`src/rtl/i2c_master_pkg.sv`:
```
// ---------------------------------------------------------------------------
// i2c_master_pkg
//   Shared definitions for the I2C master byte controller and the bit
//   controller that sits beside it.
//   - bit-command encodings carried on bit_cmd between the two controllers
//   - byte FSM state encoding, also visible on the byte controller's
//     state_dbg output
// ---------------------------------------------------------------------------
package i2c_master_pkg;

  // Bit-controller commands.
  localparam logic [2:0] CMD_NOP   = 3'b000;
  localparam logic [2:0] CMD_START = 3'b001;
  localparam logic [2:0] CMD_STOP  = 3'b010;
  localparam logic [2:0] CMD_WRITE = 3'b100;
  localparam logic [2:0] CMD_READ  = 3'b011;

  // Byte-level sequencer states.
  typedef enum logic [2:0] {
    ST_IDLE  = 3'd0,
    ST_START = 3'd1,
    ST_WRITE = 3'd2,
    ST_READ  = 3'd3,
    ST_ACK   = 3'd4,
    ST_STOP  = 3'd5
  } byte_state_e;

  // A bit controller only finishes a command if one is actually pending.
  function automatic logic cmd_pending(input logic [2:0] cmd);
    return cmd != CMD_NOP;
  endfunction

endpackage

```
`src/rtl/i2c_master_byte_ctrl.sv`:
```
// ---------------------------------------------------------------------------
// i2c_master_byte_ctrl
//   Expands one byte-level command from the register block into a sequence
//   of single-bit commands for the I2C bit controller:
//     [START] -> 8 data bits -> ACK slot -> [STOP]
//
// Ports
//   clk, rst          system clock, synchronous active-high reset
//   core_en           core enable; low holds the sequencer in IDLE
//   sta/sto/rd/wr     command bits from the register block
//   ack               ACK value to drive after a read (0 = ACK, 1 = NACK)
//   txr               byte to transmit
//   rxr               shift register contents (received byte)
//   done              one-cycle pulse when a command sequence completes
//   irxack            slave ACK bit sampled after a write
//   i2c_al            one-cycle pulse on arbitration loss
//   i2c_busy          registered copy of bit_busy
//   bit_cmd/bit_din   command and data bit presented to the bit controller
//   bit_ack           bit controller finished the current bit_cmd
//   bit_dout          bit sampled by a READ bit command
//   bit_al            arbitration lost, from the bit controller
//   bit_busy          bus busy, from the bit controller
//   state_dbg         current sequencer state (debug / checker hook)
//
// Handshake: bit_cmd/bit_din are a request held stable until the cycle in
// which bit_ack is high; on that edge the request is retired and the next
// one (or NOP) is loaded, so consecutive bits run back-to-back. bit_ack while
// bit_cmd is NOP carries no meaning and is ignored.
// ---------------------------------------------------------------------------
module i2c_master_byte_ctrl
  import i2c_master_pkg::*;
(
  input  logic        clk,
  input  logic        rst,
  input  logic        core_en,
  input  logic        sta,
  input  logic        sto,
  input  logic        rd,
  input  logic        wr,
  input  logic        ack,
  input  logic [7:0]  txr,
  output logic [7:0]  rxr,
  output logic        done,
  output logic        irxack,
  output logic        i2c_al,
  output logic        i2c_busy,
  output logic [2:0]  bit_cmd,
  output logic        bit_din,
  input  logic        bit_ack,
  input  logic        bit_dout,
  input  logic        bit_al,
  input  logic        bit_busy,
  output byte_state_e state_dbg
);

  byte_state_e state_q, state_d;
  logic [2:0]  cmd_q, cmd_d;
  logic        din_q, din_d;
  logic [7:0]  sr_q, sr_d;
  logic [2:0]  cnt_q, cnt_d;
  logic        done_q, done_d;
  logic        irxack_q, irxack_d;
  logic        al_q, al_d;
  logic        busy_q;
  // Remembers whether the byte in flight is a write, so the ACK slot knows
  // whether bit_dout is the slave's acknowledge.
  logic        was_wr_q, was_wr_d;

  // Retire strobe: the bit controller finished the pending request.
  logic        bit_done;
  // Set where the sequencer has to choose the data phase (IDLE after the
  // START priority check, or the end of a START bit).
  logic        pick_byte;

  assign bit_done = bit_ack && cmd_pending(cmd_q);

  always_comb begin
    state_d   = state_q;
    cmd_d     = cmd_q;
    din_d     = din_q;
    sr_d      = sr_q;
    cnt_d     = cnt_q;
    irxack_d  = irxack_q;
    was_wr_d  = was_wr_q;
    done_d    = 1'b0;
    al_d      = 1'b0;
    pick_byte = 1'b0;

    if (bit_al) begin
      // Arbitration loss abandons the sequence silently (no done pulse);
      // a coincident bit_ack is discarded.
      al_d    = 1'b1;
      state_d = ST_IDLE;
      cmd_d   = CMD_NOP;
      cnt_d   = 3'd0;
    end else begin
      case (state_q)
        ST_IDLE: begin
          // The register block clears its command bits one edge after done,
          // so the commands seen while done is high are stale.
          if (!done_q) begin
            if (sta) begin
              state_d = ST_START;
              cmd_d   = CMD_START;
            end else begin
              pick_byte = 1'b1;
            end
          end
        end

        ST_START: begin
          if (bit_done) pick_byte = 1'b1;
        end

        ST_WRITE: begin
          if (bit_done) begin
            sr_d  = {sr_q[6:0], 1'b0};
            cnt_d = cnt_q + 3'd1;
            if (cnt_q == 3'd7) begin
              // ACK slot: read back the slave's acknowledge.
              state_d = ST_ACK;
              cmd_d   = CMD_READ;
            end else begin
              din_d = sr_q[6];
            end
          end
        end

        ST_READ: begin
          if (bit_done) begin
            sr_d  = {sr_q[6:0], bit_dout};
            cnt_d = cnt_q + 3'd1;
            if (cnt_q == 3'd7) begin
              // ACK slot: drive our own ACK/NACK.
              state_d = ST_ACK;
              cmd_d   = CMD_WRITE;
              din_d   = ack;
            end
          end
        end

        ST_ACK: begin
          if (bit_done) begin
            if (was_wr_q) irxack_d = bit_dout;
            if (sto) begin
              state_d = ST_STOP;
              cmd_d   = CMD_STOP;
            end else begin
              done_d  = 1'b1;
              state_d = ST_IDLE;
              cmd_d   = CMD_NOP;
            end
          end
        end

        ST_STOP: begin
          if (bit_done) begin
            done_d  = 1'b1;
            state_d = ST_IDLE;
            cmd_d   = CMD_NOP;
          end
        end

        default: begin
          state_d = ST_IDLE;
          cmd_d   = CMD_NOP;
        end
      endcase

      if (pick_byte) begin
        if (rd) begin
          state_d  = ST_READ;
          cmd_d    = CMD_READ;
          was_wr_d = 1'b0;
        end else if (wr) begin
          state_d  = ST_WRITE;
          cmd_d    = CMD_WRITE;
          sr_d     = txr;
          din_d    = txr[7];
          was_wr_d = 1'b1;
        end else if (sto) begin
          state_d = ST_STOP;
          cmd_d   = CMD_STOP;
        end else if (state_q == ST_START) begin
          // START with nothing after it: the sequence ends here.
          done_d  = 1'b1;
          state_d = ST_IDLE;
          cmd_d   = CMD_NOP;
        end
      end
    end
  end

  always_ff @(posedge clk) begin
    if (rst || !core_en) begin
      state_q  <= ST_IDLE;
      cmd_q    <= CMD_NOP;
      din_q    <= 1'b0;
      sr_q     <= 8'h00;
      cnt_q    <= 3'd0;
      done_q   <= 1'b0;
      irxack_q <= 1'b0;
      al_q     <= 1'b0;
      busy_q   <= 1'b0;
      was_wr_q <= 1'b0;
    end else begin
      state_q  <= state_d;
      cmd_q    <= cmd_d;
      din_q    <= din_d;
      sr_q     <= sr_d;
      cnt_q    <= cnt_d;
      done_q   <= done_d;
      irxack_q <= irxack_d;
      al_q     <= al_d;
      busy_q   <= bit_busy;
      was_wr_q <= was_wr_d;
    end
  end

  assign rxr       = sr_q;
  assign done      = done_q;
  assign irxack    = irxack_q;
  assign i2c_al    = al_q;
  assign i2c_busy  = busy_q;
  assign bit_cmd   = cmd_q;
  assign bit_din   = din_q;
  assign state_dbg = state_q;

endmodule

```
`config.mk`:
```
export PLATFORM = sky130hd
export DESIGN_NAME = i2c_master_byte_ctrl
export DESIGN_NICKNAME = d
export VERILOG_FILES = /design/src/rtl/i2c_master_pkg.sv /design/src/rtl/i2c_master_byte_ctrl.sv
export SDC_FILE = /design/constraint.sdc
export NUM_CORES = 1
export LEC_CHECK = 0
export BUFFER_PORTS_ARGS = -buffer_cell sky130_fd_sc_hd__buf_2
export CORE_ASPECT_RATIO = 1.2
export CORE_MARGIN = 8
export CORE_UTILIZATION = 35
export DETAILED_ROUTE_END_ITERATION = 8
export HOLD_SLACK_MARGIN = 0.1
export PLACE_DENSITY = 0.55
export REMOVE_ABC_BUFFERS = 1
export SETUP_SLACK_MARGIN = 0.2
export SLEW_MARGIN = 20
export SYNTH_ARGS = -nofsm -noshare
export SYNTH_HDL_FRONTEND = slang
export SYNTH_SLANG_ARGS = --single-unit
```
`constraint.sdc`:
```
create_clock -name clk -period 2.1 [get_ports clk]
set_clock_uncertainty 0.2 [all_clocks]
set_input_delay 0.21 -clock clk [delete_from_list [all_inputs] [get_ports clk]]
set_output_delay 0.21 -clock clk [all_outputs]
set_load 0.02 [all_outputs]
```
==> run summary <==
status: finished, final reports clean
Layout area overhead: 44.67%
H-tree levels: 1
Core Region: 3879 µm²
I/O Pins: 39
Max Buffers Root-to-Sink: 2
PnR worst setup slack: 0.2236 ns
Max-slew headroom: 66.34%
fraction of registers with async set/reset: 0%
RSZ-0062 raised after global routing: true
Worst path top cell family by delay: simple AND/OR/NAND/NOR gates
max cap viols: 0
I/O Buffers: 38
Tightest Pin Transition: 0.5049 ns
gpl congestion: 0.8206
worst hold path class: input port to flop
met2 Use GR: 25.12%
synthesized area: 1398 µm²
Worst Min Path Start: rd
fin area: 2022 µm²
drc violations: 0
Die Y: 85.22 µm
post-synth cell types: 52
EDFF count, synth: 0
r2r startpoint: state_dbg[0]$_SDFF_PP0_
Worst setup SP type: flop
critical path arrival: 1.85 ns
GRT met3 Usage: 3.302%
Leakage: 0.7986 nW
via count of the first global-routing pass: 1621
Cells after Synth: 175
Initial DRT Pass Iterations: 5
top cells by area, synth: dfxtp_1, a21oi_1, a222oi_1
GRT overflow: 0
minimum clock period: 1.876 ns
critical path class: flop to flop
remaining antenna violation count: 0
initial antenna violation count: 0
first-pass GRT wire length: 7776 µm
final worst path period share: 89.35%
Ys Warns: 0
CP max FO: 4
root buf cell: clkbuf_8
slowest CP cell: or3b_4
Pins Over Slew Limit: 0
Die X: 73.69 µm
register area share after synthesis: 32.95%
Syn Area/Cell: 7.986 µm²
Pwr Density: 456.5 nW/µm²
CTS sink cnt: 23
Critical path buffers and inverters: 0
layout cell share with drive strength beyond 1: 33.62%
critical path cell sequence: or3b_4 > a2bb2oi_4 > or3_4 > a32o_1
met1 GRT Util: 18.70%
Final setup viols: 0
antenna cells: 0
total CTS buffers: 3
final WL: 4683 µm
row count: 25
synth cell count leaders: dfxtp_1, a21oi_1, nor2_1, nand2_1, nand3_1
placed inst area: 1684 µm²
Synth top area share: 32.95%
Max rail drop VDD: 0.3091 mV
CTS tree: built
Yosys top cell by area: dfxtp_1
WL/cell: 16.20 µm
Seq cells post-synth: 23
CTS clk-pin slew, worst paths: 0.09 ns
Worst Path Required: 2.07 ns
full die area: 6279 µm²
top-count cell post-synth: dfxtp_1
Fin. Hold Viols: 0
grt peak-use layer: met2
worst setup path startpoint: state_dbg[0]$_SDFF_PP0_
Final Non-Filler Cells: 289
largest net degree at the start of global routing: 17
Starting Density: 36.03%
Final #Nets: 258
via count: 1604
Crit. End Element: flop
dpl hpwl: 3330 µm
vias per cell: 5.550
All-Layer GR Usage: 15.42%
Detailed Route Iter0 Violations: 123
worst skew pair latency: 0.27 ns
Synth Flop Type: dfxtp_1
placed cells: 266
CP max stage delay: 0.41 ns
Placement Setup Slack: 0.08985 ns
max frequency: 532.9 MHz
==> worst reg2reg max path, cell delays in order (launching register included) <==
cell and delay (ns):
dfxtp_4 0.38, or3b_4 0.41, a2bb2oi_4 0.17, or3_4 0.38
a32o_1 0.24
==> metal layers <==
metal | wire, µm | up-vias | part of all wire [%]
met2 | 2237 | 60 | 48
met3 | 300 | 5 | 6.4
met5 | 0 | - | 0
met1 | 2079 | 745 | 44
met4 | 65 | 0 | 1.4
li1 | - | 794 | -
==> placed cells by master, fill, tap and decap left out, types with 3 or more instances in the layout <==
cell type      count
o21ai_0            3
inv_1              7
clkbuf_8           3
nor3_1             4
nor2_1            13
nand3_1           10
a222oi_1           6
dfxtp_1           19
nand2_1           10
o32ai_1            3
dfxtp_2            3
a21boi_1           6
buf_2             38
buf_4             16
nor2b_1            3
dlygate4sd3_1     14
a31oi_1            3
nand2b_1           5
a21oi_1           19
==> area by class of cell <==
cell class / count / area (µm²)
fillers: 404 / 1857
multi-input cells: 132 / 952.2
flip-flops and latches: 23 / 467.9
repair buffers: 69 / 461.7
well taps: 54 / 67.56
clock buffers: 3 / 41.29
inverters: 7 / 26.28
clock inverters: 1 / 5.005
==> path summary, 6_finish.rpt <==
| path | to | slack [ns] | cells past startpoint |
|---|---|---|---|
| setup / recovery | rxr[7]$_SDFFE_PP0N_ | 0.22 | 4 |
| hold / removal | bit_cmd[0]$_SDFF_PP0_ | 0.12 | 3 |
| setup reg to reg | rxr[7]$_SDFFE_PP0N_ | 0.22 | 4 |
| hold reg to reg | cnt_q[1]$_SDFFE_PP0P_ | 0.26 | 2 |
==> timing repair <==
item	4_1_cts	5_1_grt
buffers inserted	0	5
endpoints found under the setup margin	6	16
hold buffers	14	0
resized for setup	4	19
pin swaps	0	1
endpoints found under the hold margin	13	0
==> cells by family after synthesis <==
logic type,after synthesis,share of synthesized area (%)
xor+xnor,2,1.254
buf+inv,20,6.267
mux,1,0.7162
simple gates,61,23.46
compound gates,66,33.57
flops,23,32.95
fa+ha+maj,2,1.790
==> state kept, by name, summed over array words and instances (netlist names) <==
| register | cells |
|---|---|
| irxack | 1 |
| bit_din | 1 |
| cnt_q | 3 |
| state_dbg | 3 |
| bit_cmd | 3 |
| rxr | 8 |
| i2c_busy | 1 |
| i2c_al | 1 |
| was_wr_q | 1 |
| done | 1 |
==> through the flow <==
step                      utilization (%)  hold WS [ns]  setup TNS (ns)  total power [mW]
final                               52.13        0.1204               0            0.9231
after global routing                52.13        0.1327               0            0.9735
after CTS                           48.87        0.1017               0            0.9107
after detailed placement            43.42        0.2332               0            0.6026
after global placement              43.42        0.2282               0            0.6023
after floorplan                         -        0.1222          -4.795            0.5297
==> power breakdown <==
part	internal, mW	total, mW	switching [mW]	leakage (nW)
Clock	0.133	0.286	0.153	0.0255
Sequential	0.442	0.449	0.00691	0.188
Combinational	0.0878	0.188	0.101	0.585
No activity file was read; power rests on OpenSTA's default activity.
